`src/rtl/mul_seq_param.sv`:
```
// Sequential shift-and-add multiplier: operands A then B on a shared bus, one multiplier bit per clock.
// Define MUL_SEQ_SIGNED_EN for two's-complement operands (sign-extended A, subtract on the final bit).
module mul_seq_param #(
  parameter int WIDTH = 16
) (
  input  logic                 clk,
  input  logic                 rst_n,
  input  logic [WIDTH-1:0]     data_in,
  input  logic                 start,
  output logic [2*WIDTH-1:0]   data_out,
  output logic                 busy,
  output logic                 done
);

  localparam int CW = $clog2(WIDTH);

  typedef enum logic [1:0] {
    S_IDLE,
    S_LOADB,
    S_CALC,
    S_DONE
  } state_t;

  state_t               state_q, state_d;
  logic [WIDTH-1:0]     a_q, a_d;
  logic [WIDTH-1:0]     b_q, b_d;
  logic [2*WIDTH-1:0]   acc_q, acc_d;
  logic [2*WIDTH-1:0]   prod_q, prod_d;
  logic [CW-1:0]        cnt_q, cnt_d;
  logic [2*WIDTH-1:0]   a_ext;
  logic [2*WIDTH-1:0]   term;
  logic                 last;

  always_comb begin
`ifdef MUL_SEQ_SIGNED_EN
    a_ext = {{WIDTH{a_q[WIDTH-1]}}, a_q};
`else
    a_ext = {{WIDTH{1'b0}}, a_q};
`endif
    term    = a_ext << cnt_q;
    last    = (cnt_q == CW'(WIDTH - 1));
    state_d = state_q;
    a_d     = a_q;
    b_d     = b_q;
    acc_d   = acc_q;
    prod_d  = prod_q;
    cnt_d   = cnt_q;
    case (state_q)
      S_IDLE: begin
        if (start) begin
          a_d     = data_in;
          state_d = S_LOADB;
        end
      end
      S_LOADB: begin
        b_d     = data_in;
        acc_d   = '0;
        cnt_d   = '0;
        state_d = S_CALC;
      end
      S_CALC: begin
        if (b_q[cnt_q]) begin
`ifdef MUL_SEQ_SIGNED_EN
          // The multiplier MSB carries weight -2^(WIDTH-1) in two's complement
          if (last) acc_d = acc_q - term;
          else      acc_d = acc_q + term;
`else
          acc_d = acc_q + term;
`endif
        end
        cnt_d = cnt_q + CW'(1);
        if (last) begin
          prod_d  = acc_d;
          state_d = S_DONE;
        end
      end
      S_DONE: begin
        state_d = S_IDLE;
      end
      default: begin
        state_d = S_IDLE;
      end
    endcase
  end

  always_ff @(posedge clk) begin
    if (!rst_n) begin
      state_q <= S_IDLE;
      a_q     <= '0;
      b_q     <= '0;
      acc_q   <= '0;
      prod_q  <= '0;
      cnt_q   <= '0;
    end else begin
      state_q <= state_d;
      a_q     <= a_d;
      b_q     <= b_d;
      acc_q   <= acc_d;
      prod_q  <= prod_d;
      cnt_q   <= cnt_d;
    end
  end

  assign data_out = prod_q;
  assign busy     = (state_q != S_IDLE);
  assign done     = (state_q == S_DONE);

endmodule
```
`config.mk`:
```
export PLATFORM = sky130hd
export DESIGN_NAME = mul_seq_param
export DESIGN_NICKNAME = d
export VERILOG_FILES = /design/src/rtl/mul_seq_param.sv
export SDC_FILE = /design/constraint.sdc
export NUM_CORES = 1
export LEC_CHECK = 0
export CAP_MARGIN = 15
export CORE_MARGIN = 2
export CORE_UTILIZATION = 45
export DETAILED_ROUTE_END_ITERATION = 8
export HOLD_SLACK_MARGIN = 0.15
export PLACE_DENSITY = 0.68
export SLEW_MARGIN = 0
export SYNTH_ARGS = -nofsm -noshare
export SYNTH_HDL_FRONTEND = slang
export SYNTH_SLANG_ARGS = --single-unit
export TNS_END_PERCENT = 100
```
`constraint.sdc`:
```
create_clock -name clk -period 4 [get_ports clk]
set_input_delay 0.4 -clock clk [delete_from_list [all_inputs] [get_ports clk]]
set_output_delay 0.4 -clock clk [all_outputs]
set_load 0.005 [all_outputs]
```
Word-level counts from Yosys, hierarchy flattened
Cells that the tools add are included.
- register bits: 102
- input port bits: 19
- output and inout bits: 34
- $add $sub $neg: 2
- order comparisons: 1
- eq/ne operators: 6
- shift operators: 1
- mux-type cells: 8
- reductions and logical operators: 6
- operator list (kind ; count):
    32-bit one-hot mux with 2 select lines ; 1
    32-bit adder ; 1
    32-bit 2-to-1 mux ; 1
    16-bit by 4-bit left shift with 32-bit output ; 1
    2-bit one-hot mux with 4 select lines ; 1
    4-bit one-hot mux with 2 select lines ; 1
    2-bit AND reduction ; 3
    4-bit by 5-bit less-than comparator with 1-bit output (second input constant) ; 1
    4-bit by 1-bit adder with 4-bit output (second input constant) ; 1
    1-bit binary-select mux with 4-bit select ; 1
    2-bit == test (second input constant) ; 2
    4-bit == test (second input constant) ; 1
    2-bit 2-to-1 mux ; 2
    2-bit inequality test (second input constant) ; 2
    2-bit nonzero test ; 2
    2-bit by 1-bit == test with 1-bit output (second input constant) ; 1
    2-bit zero test ; 1
    1-bit 2-to-1 mux ; 1

Longest topological paths before layout
Gate-level depths: netlist of run 1.
- depth after elaboration: 4
- mapped depth: 18

Worst setup path after synthesis of run 1
Ideal clock, no wire load.
- kind: register to register
- start point: register cnt_q[1]
- end point: register prod_q[29], in the netlist data_out[29]
- setup time: 0.079 ns
- arrival: 3.755 ns
- setup slack: 0.166 ns
- cell stages (with the launch flop): 16
- buffers on the path: 3
- clock period less this slack: 3.834 ns
- path through: dfxtp_1 > buf_2 > buf_1 > clkbuf_1 > mux4_2 > mux2i_1 > o22ai_1 > ha_1 > a21o_1 > a21o_1 > a21o_1 > a221oi_1 > o211ai_1 > a22o_1 > mux2_2 > a211oi_2
- cells in the longest elaborated chain, start to end: 3
- RTL lines (item ; RTL line ; source):
    start, declared ; 29 ; logic [CW-1:0] cnt_q, cnt_d;
    start signal, assigned ; 100 ; cnt_q <= cnt_d;
    16-bit by 4-bit left shift with 32-bit output or 1-bit binary-select mux with 4-bit select (tied branches) ; 40, 62 ;
    32-bit adder or 1-bit 2-to-1 mux (tied branches) ; 68, 62 ;
    32-bit 2-to-1 mux ; 62 ; if (b_q[cnt_q]) begin
    end signal, assigned ; 99 ; prod_q <= prod_d;
    end, declared ; 28 ; logic [2*WIDTH-1:0] prod_q, prod_d;
Several ways; a longest one is shown, not always the timed one. The select of a mux whose other input is x is not followed.
A chain may end at the register's enable or synchronous reset.

Final worst setup path of run 1
Ends and elaborated chain as after synthesis.

==> impl_metrics.py, run 1 <==
metrics = {
    "finish": {
        "nNetsFinal": 934,
        "fillers": 1402,
        "drive_gt1_share_pct": 10.54,
        "antennaDiodeCount": 0,
        "final_cells": 1066,
        "area_growth_pct": 15.85,
        "fin_area_mm2": 0.007765,
    },
    "drt": {
        "routed_via_density": 5.849,
        "drc": 0,
        "drt-total-wl_um": 18600,
        "num_vias": 6235,
        "wl_per_cell_um": 17.45,
        "drtIter0Drc": 482,
        "ant_nets": 0,
        "firstDrtPassIters": 5,
    },
    "pwr": {
        "pwr-share-comb_pct": 34.2,
        "seqPwrFrac_pct": 37.8,
        "p_sw_share_pct": 35.85,
        "p_per_area_mw_per_mm2": 398.2,
        "power_mw": 3.092,
        "power.leakage_nw": 3.037,
        "power.share.clock_pct": 28.0,
        "vdd_drop_max_mv": 0.3274,
        "power.switching_mw": 1.109,
        "intPower_mw": 1.983,
    },
    "global_route": {
        "grt_antenna_before_repair": 0,
        "grt_pass1_vias": 5872,
        "grt_pass1_wl_um": 30650,
        "gr-total-overflow": 0,
        "grt_usage_pct": 24.00,
        "grt_max_degree": 43,
    },
    "clock_tree": {
        "clkTransAtPathRegs_ns": 0.06,
        "cts_tree": "done",
        "clock_path_buffers": 2,
        "cts-resized-gates": 1,
        "clk_latency_ns": 0.36,
        "cts_sinks": 102,
        "cts_buffers": 9,
        "ctsHoldBuffers": 0,
        "h-tree-depth": 3,
        "cts_root_buf": "clkbuf_16",
        "post_cts_buffers": 0,
    },
    "synth": {
        "yosysSeqAreaShare_pct": 30.46,
        "syn_area_per_cell_um2": 7.960,
        "synth_commonest_cells": "105 x a21oi_1, 102 x dfxtp_1, 98 x nand2_1",
        "yosys_most_used_dff": "dfxtp_1",
        "synth_warnings": 0,
        "synth_edf_count": 0,
        "synth.largest_area_cell": "dfxtp_1",
        "synthDistinctLibCells": 70,
        "synth_area_leaders": "dfxtp_1 30%, a21oi_1 7.8%, ha_1 6.9%",
        "synth_fp_nets": 899,
        "netlist_area_mm2": 0.006703,
        "synth.top_cell.area_share_pct": 30.46,
        "ys_ff_latch": 102,
        "async_reset_ff_share_pct": 0,
        "synth_most_common_cell": "a21oi_1",
        "synthCells": 842,
    },
    "sta": {
        "setup_viol": 0,
        "holdWs_ns": 0.4730,
        "fmax_mhz": 263.0,
        "slew_viol_final": 0,
        "finalCritPeriodShare_pct": 95.04,
        "slew_headroom_pct": 25.66,
        "skew_ns": 0.007631,
        "fin_crit_ns": 3.802,
        "worst_slew_pin_slew_ns": 1.115,
        "hold_viol_final": 0,
        "grt_setup_unrepaired": "no",
    },
    "setup_path": {
        "path_max_fanout": 12,
        "cp_data_required_time_ns": 4.28,
        "cpPeakStageDelay_ns": 0.44,
        "cp-end-kind": "flip-flop",
        "crit_buf_inv": 2,
        "path_class": "reg -> reg",
        "critPathTopFamily": "compound AO/OA/AOI/OAI gates",
        "cp.arrival_ns": 4.08,
        "start_kind": "flip-flop",
        "path_cells": "buf_4 > mux4_2 > mux2_2 > nor2_1 > a21oi_1 > ha_1 > buf_4 > a21o_1 > a21oi_1 > o21ai_0 > a221oi_1 > o211ai_1 > a22o_1 > mux2_2 > a211oi_2",
        "slowest_stage": "dfxtp_4",
    },
    "floorplan": {
        "io_pins": 53,
        "dieArea_mm2": 0.01589,
        "rows": 44,
        "start_util_pct": 46.12,
        "die_y_um": 126.0,
        "die_x_um": 126.0,
        "core_mm2": 0.01453,
    },
    "outcome": {
        "status": "complete, no violations",
    },
    "place": {
        "dpl_cell_area_mm2": 0.007450,
        "gp_congestion": 1.006,
        "hpwl_um": 13960,
        "port_buffers": 52,
        "dp.cells": 1050,
    },
    "flow_run": {
        "cap_violations": 0,
    },
    "worst_hold_path": {
        "hold_class": "reg -> reg",
    },
}
flip-flops by register name, indices dropped and copies added, names as in the netlist:
name      flops
acc_q        32
b_q          16
state_q       2
a_q          16
data_out     32
cnt_q         4
per-layer routing:
metal	track usage [%]	share of wire, %	vias up
li1	-	-	3118
met1	32.88	47	2912
met2	38.61	44	177
met3	3.781	5.4	28
met4	8.209	2.7	0
met5	0	0	-
layout by cell type, fill, tap and decap left out, types with 3 or more instances in the layout:
| cell | count |
|---|---|
| a31oi_1 | 10 |
| o211ai_1 | 7 |
| nor2b_1 | 4 |
| a22o_1 | 14 |
| ha_1 | 37 |
| nor3_1 | 12 |
| o21bai_1 | 8 |
| and3_1 | 8 |
| nor2_1 | 95 |
| a21o_1 | 17 |
| clkbuf_16 | 9 |
| a22oi_1 | 4 |
| a21oi_1 | 104 |
| clkbuf_8 | 4 |
| o21ai_0 | 43 |
| and2_1 | 5 |
| a21boi_0 | 3 |
| xor2_1 | 11 |
| clkdlybuf4s50_1 | 52 |
| nand2b_1 | 6 |
| buf_4 | 35 |
| o22ai_1 | 3 |
| or3_1 | 3 |
| nand2_1 | 98 |
| o31a_1 | 3 |
| a311oi_1 | 7 |
| nand3_1 | 19 |
| a211oi_2 | 3 |
| nand4_1 | 11 |
| mux2_2 | 9 |
| a2bb2oi_1 | 4 |
| dfxtp_1 | 100 |
| xnor2_1 | 15 |
| a32oi_1 | 7 |
| a211oi_1 | 9 |
| mux2i_1 | 35 |
| inv_1 | 16 |
| mux4_2 | 9 |
cells by family after synthesis:
group	count (synthesis)	share of synthesized area, %
AO/OA/AOI/OAI	268	25.76
XOR/XNOR	26	3.397
adder cells (fa/ha/maj)	38	7.205
buffers and inverters	80	5.096
flip-flops	102	30.46
multiplexers	54	9.968
AND/OR/NAND/NOR	274	18.11
worst reg2reg max path: cells and delay by family (launching register included):
family / cells / cell delay (ns)
AO/OA/AOI/OAI: 8 / 1.51
multiplexers: 3 / 0.90
flip-flops: 1 / 0.44
buffers and inverters: 2 / 0.37
adder cells (fa/ha/maj): 1 / 0.32
AND/OR/NAND/NOR: 1 / 0.17
worst paths after layout:
kind | start | to | slack (ns) | cells after the start
worst max-delay path | cnt_q[1]$_SDFFE_PN0P_ | data_out[29]$_SDFFE_PN0P_ | 0.20 | 15
worst min-delay path | data_out[20]$_SDFFE_PN0P_ | data_out[20]$_SDFFE_PN0P_ | 0.47 | 2
worst max register to register | cnt_q[1]$_SDFFE_PN0P_ | data_out[29]$_SDFFE_PN0P_ | 0.20 | 15
worst min register to register | data_out[20]$_SDFFE_PN0P_ | data_out[20]$_SDFFE_PN0P_ | 0.47 | 2
area by class of cell:
class	instances	area [um2]	share of cell area, %
Clock buffer	14	284.0	3.658
Clock inverter	2	13.76	0.1772
Inverter	17	63.81	0.8218
Multi-Input combinational cell	660	4340	55.90
Sequential cell	102	2049	26.39
Tap cell	184	230.2	2.965
Timing Repair Buffer	87	783.3	10.09
power by group through the flow:
stage | Combinational, mW | Clock [mW] | Sequential (mW)
global route | 1.17 | 0.926 | 1.18
detailed placement | 1.05 | 0 | 1.19
CTS | 1.05 | 0.891 | 1.17
finish | 1.06 | 0.867 | 1.17
global placement | 1.04 | 0 | 1.19
floorplan | 0.774 | 0 | 1.16
through the flow:
step	utilization (%)	setup slack (ns)	setup TNS [ns]
after CTS	53.31	0.002546	0
final	53.43	0.1982	0
after floorplan	-	0.1661	0
after detailed placement	51.26	-0.04596	-0.04596
after global routing	53.43	0.02571	0
after global placement	51.26	-0.04649	-0.04649
Power figures use the tool's default switching activity.
==> run 2, diff against run 1 <==
--- a/config.mk
+++ b/config.mk
@@ -6,11 +6,12 @@
 export NUM_CORES = 1
 export LEC_CHECK = 0
 export CAP_MARGIN = 15
+export CORE_ASPECT_RATIO = 0.8
 export CORE_MARGIN = 2
-export CORE_UTILIZATION = 45
+export CORE_UTILIZATION = 40
 export DETAILED_ROUTE_END_ITERATION = 8
 export HOLD_SLACK_MARGIN = 0.15
-export PLACE_DENSITY = 0.68
+export PLACE_DENSITY = 0.62
 export SLEW_MARGIN = 0
 export SYNTH_ARGS = -nofsm -noshare
 export SYNTH_HDL_FRONTEND = slang
==> run 2 against run 1 <==
  * Sequential power hardly changed
  * Routed wire length rose by 6.7%
  * Critical endpoint is now data_out[17]$_SDFFE_PN0P_
  * Critical path type unchanged
  * Register-to-register slack got worse by 0.02 ns
  * First-iteration DRC count rose by 1.7%
  * Largest power group unchanged
  * Worst hold slack improved by 0.0051 ns
  * Highest routed layer is now met5
  * Clock power increased by 2%
  * Sequential share of layout area decreased by 0.44 points
  * Setup slack lost 0.023 ns
==> impl_metrics.py, run 2 (same netlist as run 1, synthesis figures left out) <==
metrics = {
    "drt": {
        "wl_per_cell_um": 17.99,
        "top_layer": "met5",
        "num_vias": 6219,
        "wl_met3_um": 1111,
        "routed_via_density": 5.638,
        "drtIter0Drc": 490,
        "drt-met1-wl_um": 10110,
        "firstDrtPassIters": 5,
        "drc": 0,
        "drt-total-wl_um": 19850,
        "ant_nets": 0,
        "dr_wl_met2_um": 8271,
    },
    "global_route": {
        "grt_pass1_vias": 5931,
        "grt_usage_pct": 23.14,
        "grt_antenna_before_repair": 1,
        "grt_pass1_wl_um": 32420,
        "gr-total-overflow": 0,
        "grt_max_degree": 70,
    },
    "outcome": {
        "status": "complete, no violations",
    },
    "sta": {
        "finalCritPeriodShare_pct": 95.61,
        "setup_slack_ns": 0.1755,
        "grt_setup_unrepaired": "no",
        "fin_crit_ns": 3.825,
        "worst_slew_pin_slew_ns": 1.077,
        "setup_viol": 0,
        "fmax_mhz": 261.5,
        "slew_headroom_pct": 26.65,
        "slew_viol_final": 0,
        "hold_viol_final": 0,
        "skew_ns": 0.007175,
    },
    "place": {
        "dp.cells": 1087,
        "port_buffers": 52,
        "place_ws_ns": -0.1292,
        "gp_congestion": 0.9642,
        "hpwl_um": 14720,
    },
    "pwr": {
        "pwr-share-comb_pct": 34.7,
        "vdd_drop_max_mv": 0.1931,
        "power.leakage_nw": 3.049,
        "intPower_mw": 1.940,
        "seqPwrFrac_pct": 37.1,
        "p_sw_share_pct": 38.35,
        "p_per_area_mw_per_mm2": 399.3,
        "power.switching_mw": 1.207,
        "power.share.clock_pct": 28.1,
    },
    "finish": {
        "final_cells": 1103,
        "nNetsFinal": 935,
        "area_growth_pct": 17.60,
        "antennaDiodeCount": 0,
        "final_cell_mix": "104 x a21oi_1, 101 x dfxtp_1, 98 x nand2_1, 95 x nor2_1, 52 x clkdlybuf4s50_1",
        "drive_gt1_share_pct": 11.44,
        "final_common_cell": "a21oi_1",
        "fin_util_pct": 47.92,
    },
    "clock_tree": {
        "ctsHoldBuffers": 0,
        "h-tree-depth": 3,
        "post_cts_buffers": 0,
        "cts_tree": "done",
        "clkTransAtPathRegs_ns": 0.08,
        "clock_path_buffers": 2,
        "cts_sinks": 102,
        "cts-resized-gates": 1,
        "clk_latency_ns": 0.37,
        "cts_root_buf": "clkbuf_16",
        "cts_buffers": 9,
    },
    "floorplan": {
        "rows": 42,
        "io_pins": 53,
        "dieArea_mm2": 0.01781,
        "start_util_pct": 40.75,
        "die_x_um": 148.7,
        "core_mm2": 0.01645,
        "die_y_um": 119.8,
    },
    "setup_path": {
        "cp_data_required_time_ns": 4.29,
        "cp.arrival_ns": 4.11,
        "path_max_fanout": 5,
        "start_kind": "flip-flop",
        "path_class": "reg -> reg",
        "cp-end-kind": "flip-flop",
    },
    "flow_run": {
        "cap_violations": 0,
    },
    "worst_hold_path": {
        "hold_class": "reg -> reg",
    },
}
[run 2: cell count changes in the layout (fill, tap and decap cells not counted), sizes merged]
cell	delta
clkbuf	-5
clkinvlp	+2
inv	+3
buf	+1
[run 2: critical path, stage by stage (launching register included)]
cell and delay [ns]:
dfxtp_1 0.39, buf_4 0.19, mux4_2 0.54, mux2i_1 0.29, o22ai_1 0.16, ha_1 0.40, nand2_1 0.13, o21ai_2 0.29
or2_2 0.21, a31oi_1 0.13, o21ai_0 0.41, mux2_2 0.41, a211oi_2 0.20
[run 2: power groups by stage]
stage	Combinational, mW	Sequential, mW	Clock, mW
2_1_floorplan	0.774	1.16	0
3_3_place_gp	1.06	1.19	0
3_5_place_dp	1.07	1.19	0
4_1_cts	1.08	1.17	0.902
5_1_grt	1.20	1.18	0.943
6_report	1.09	1.17	0.885
[run 2: per-layer routing]
layer,track usage [%],vias up
li1,-,3125
met2,34.32,151
met3,4.411,23
met5,0,-
met4,6.607,2
met1,34.11,2918
[run 2: per-stage QoR]
step | power [mW] | cell area [um2] | hold WS [ns] | setup TNS (ns)
2_1_floorplan | 1.934 | 6703 | 0.4434 | 0
3_3_place_gp | 2.251 | 7527 | 0.4663 | -0.1210
3_5_place_dp | 2.265 | 7527 | 0.4672 | -0.2106
4_1_cts | 3.148 | 7819 | 0.4799 | 0
5_1_grt | 3.320 | 7883 | 0.5017 | 0
6_report | 3.147 | 7883 | 0.4781 | 0
[run 2: layout make-up]
cell class | count | area, um2
fill | 1646 | 8566
multi-input combinational | 660 | 4390
sequential | 102 | 2046
timing repair buffer | 88 | 815.8
tap | 220 | 275.3
clock buffer | 9 | 225.2
clock inverter | 7 | 66.31
inverter | 17 | 63.81
[run 2: path summary, 6_finish.rpt]
path                                             from                   endpoint  slack [ns]  depth (start not counted)
worst max-delay path            cnt_q[0]$_SDFFE_PN0P_  data_out[17]$_SDFFE_PN0P_        0.18                         12
worst min-delay path             a_q[12]$_SDFFE_PN0P_       a_q[12]$_SDFFE_PN0P_        0.48                          2
worst max register to register  cnt_q[0]$_SDFFE_PN0P_  data_out[17]$_SDFFE_PN0P_        0.18                         12
worst min register to register   a_q[12]$_SDFFE_PN0P_       a_q[12]$_SDFFE_PN0P_        0.48                          2
==> run 3, diff against run 2 <==
--- a/config.mk
+++ b/config.mk
@@ -8,10 +8,11 @@
 export CAP_MARGIN = 15
 export CORE_ASPECT_RATIO = 0.8
 export CORE_MARGIN = 2
-export CORE_UTILIZATION = 40
+export CORE_UTILIZATION = 30
 export DETAILED_ROUTE_END_ITERATION = 8
+export DONT_BUFFER_PORTS = 1
 export HOLD_SLACK_MARGIN = 0.15
-export PLACE_DENSITY = 0.62
+export PLACE_DENSITY = 0.46
 export SLEW_MARGIN = 0
 export SYNTH_ARGS = -nofsm -noshare
 export SYNTH_HDL_FRONTEND = slang
==> run 3 against run 2 <==
  * Sequential cell count did not move
  * Global-route usage fell by 4.6 points
  * Sequential power barely moved
  * Power barely moved
  * Via count fell by 4.7%
  * Register-to-register slack barely moved
  * Clock-buffer cell count did not move
  * Cell area fell by 5.9%
  * Combinational power fell by 6%
  * Critical path type unchanged
  * Largest power group unchanged
==> impl_metrics.py, run 3 (same netlist as run 1, synthesis figures left out) <==
metrics = {
    "drt": {
        "num_vias": 5927,
        "firstDrtPassIters": 4,
        "wl_per_cell_um": 18.49,
        "drt-total-wl_um": 20840,
        "routed_via_density": 5.259,
        "drc": 0,
        "ant_nets": 0,
        "drtIter0Drc": 431,
    },
    "sta": {
        "finalCritPeriodShare_pct": 95.96,
        "slew_viol_final": 0,
        "slew_headroom_pct": 32.82,
        "setup_viol": 0,
        "holdWs_ns": 0.1637,
        "grt_setup_unrepaired": "yes",
        "hold_viol_final": 0,
        "skew_ns": 0.01419,
        "fmax_mhz": 260.5,
        "worst_slew_pin_slew_ns": 1.007,
        "fin_crit_ns": 3.838,
    },
    "global_route": {
        "grt_usage_pct": 18.55,
        "grt_pass1_wl_um": 33400,
        "grt_pass1_vias": 5676,
        "gr-total-overflow": 0,
        "grt_max_degree": 43,
        "grt_antenna_before_repair": 0,
    },
    "setup_path": {
        "start_kind": "flip-flop",
        "cp_data_required_time_ns": 4.25,
        "cp-end-kind": "flip-flop",
        "path_class": "reg -> reg",
        "path_max_fanout": 9,
        "cp.arrival_ns": 4.09,
        "regToRegSetupSlack_ns": 0.16,
    },
    "pwr": {
        "power.leakage_nw": 2.850,
        "vdd_drop_max_mv": 0.1738,
        "p_sw_share_pct": 37.70,
        "power.switching_mw": 1.186,
        "seqPwrFrac_pct": 37.0,
        "power.share.clock_pct": 30.2,
        "p_per_area_mw_per_mm2": 424.4,
        "intPower_mw": 1.961,
        "pwr-share-comb_pct": 32.8,
    },
    "finish": {
        "multiInputGateArea_mm2": 0.004352,
        "regArea_mm2": 0.002044,
        "nNetsFinal": 879,
        "fin_util_pct": 34.11,
        "area_growth_pct": 10.64,
        "final_common_cell": "a21oi_1",
        "fillers": 2378,
        "drive_gt1_share_pct": 11.37,
        "final_cells": 1127,
        "antennaDiodeCount": 0,
        "fin_area_mm2": 0.007416,
        "final_cell_mix": "105 x a21oi_1, 100 x dfxtp_1, 98 x nand2_1, 95 x nor2_1, 42 x o21ai_0",
    },
    "floorplan": {
        "dieArea_mm2": 0.02356,
        "die_y_um": 137.7,
        "io_pins": 53,
        "die_x_um": 171.1,
        "start_util_pct": 30.83,
        "core_mm2": 0.02174,
        "rows": 48,
    },
    "clock_tree": {
        "clock_path_buffers": 2,
        "cts_sinks": 102,
        "clk_latency_ns": 0.37,
        "clkTransAtPathRegs_ns": 0.08,
        "cts_root_buf": "clkbuf_16",
        "cts_buffers": 9,
        "cts_tree": "done",
        "h-tree-depth": 3,
        "post_cts_buffers": 0,
    },
    "place": {
        "dpl_cell_area_mm2": 0.007077,
        "hpwl_um": 15790,
        "gp_congestion": 0.9060,
        "dp.cells": 1111,
        "port_buffers": 0,
    },
    "flow_run": {
        "cap_violations": 0,
    },
    "outcome": {
        "status": "complete, no violations",
    },
    "worst_hold_path": {
        "hold_class": "in -> reg",
    },
}
run 3: power by group through the flow:
stage	logic, mW	registers [mW]	clock network [mW]
2_1_floorplan	0.774	1.16	0
3_3_place_gp	1.04	1.19	0
3_5_place_dp	1.04	1.19	0
4_1_cts	1.05	1.16	0.974
5_1_grt	1.16	1.18	1.01
6_report	1.03	1.16	0.949
run 3: worst paths after layout:
check	from	to	depth (start not counted)
max	cnt_q[1]$_SDFFE_PN0P_	data_out[31]$_SDFFE_PN0P_	13
min	data_in[0]	a_q[0]$_SDFFE_PN0P_	2
min reg2reg	a_q[11]$_SDFFE_PN0P_	a_q[11]$_SDFFE_PN0P_	2
max reg2reg	cnt_q[1]$_SDFFE_PN0P_	data_out[31]$_SDFFE_PN0P_	13
run 3: repair_timing:
action                     CTS  global route
hold endpoints to repair     0             0
resized for setup            0             8
hold buffers                 0             0
setup endpoints to repair    0            23
run 3: per-layer routing:
layer  GRT usage, %  wire length [um]
met4          4.096               196
met2          28.20              8999
met3          2.815               618
met5              0                 0
met1          27.48             11020
run 3: final cells by class:
cell class                      instances  share of cell area [%]
Inverter                               17                  0.8605
Tap cell                              300                   5.062
Timing Repair Buffer                   32                   3.577
Sequential cell                       102                   27.57
Clock buffer                            9                   3.037
Multi-Input combinational cell        660                   58.68
Clock inverter                          7                   1.215
run 3: worst max-delay path, cell delays in order, from the launching register on:
cell and delay, ns:
dfxtp_2 0.45, mux2_2 0.37, o21ai_0 0.31, nor2_1 0.07, a21oi_1 0.20, a21oi_1 0.10
ha_1 0.46, nand2_1 0.12, or3_4 0.40, or4_4 0.53, a211oi_2 0.33, buf_4 0.18
xnor2_1 0.13, a21oi_1 0.09
run 3: metrics by stage:
step | worst slack, ns | power (mW) | setup TNS, ns
global route | -0.03532 | 3.345 | -0.04277
finish | 0.1617 | 3.147 | 0
CTS | 0.03587 | 3.187 | 0
floorplan | 0.1661 | 1.934 | 0
global placement | 0.02729 | 2.230 | 0
detailed placement | 0.07309 | 2.231 | 0
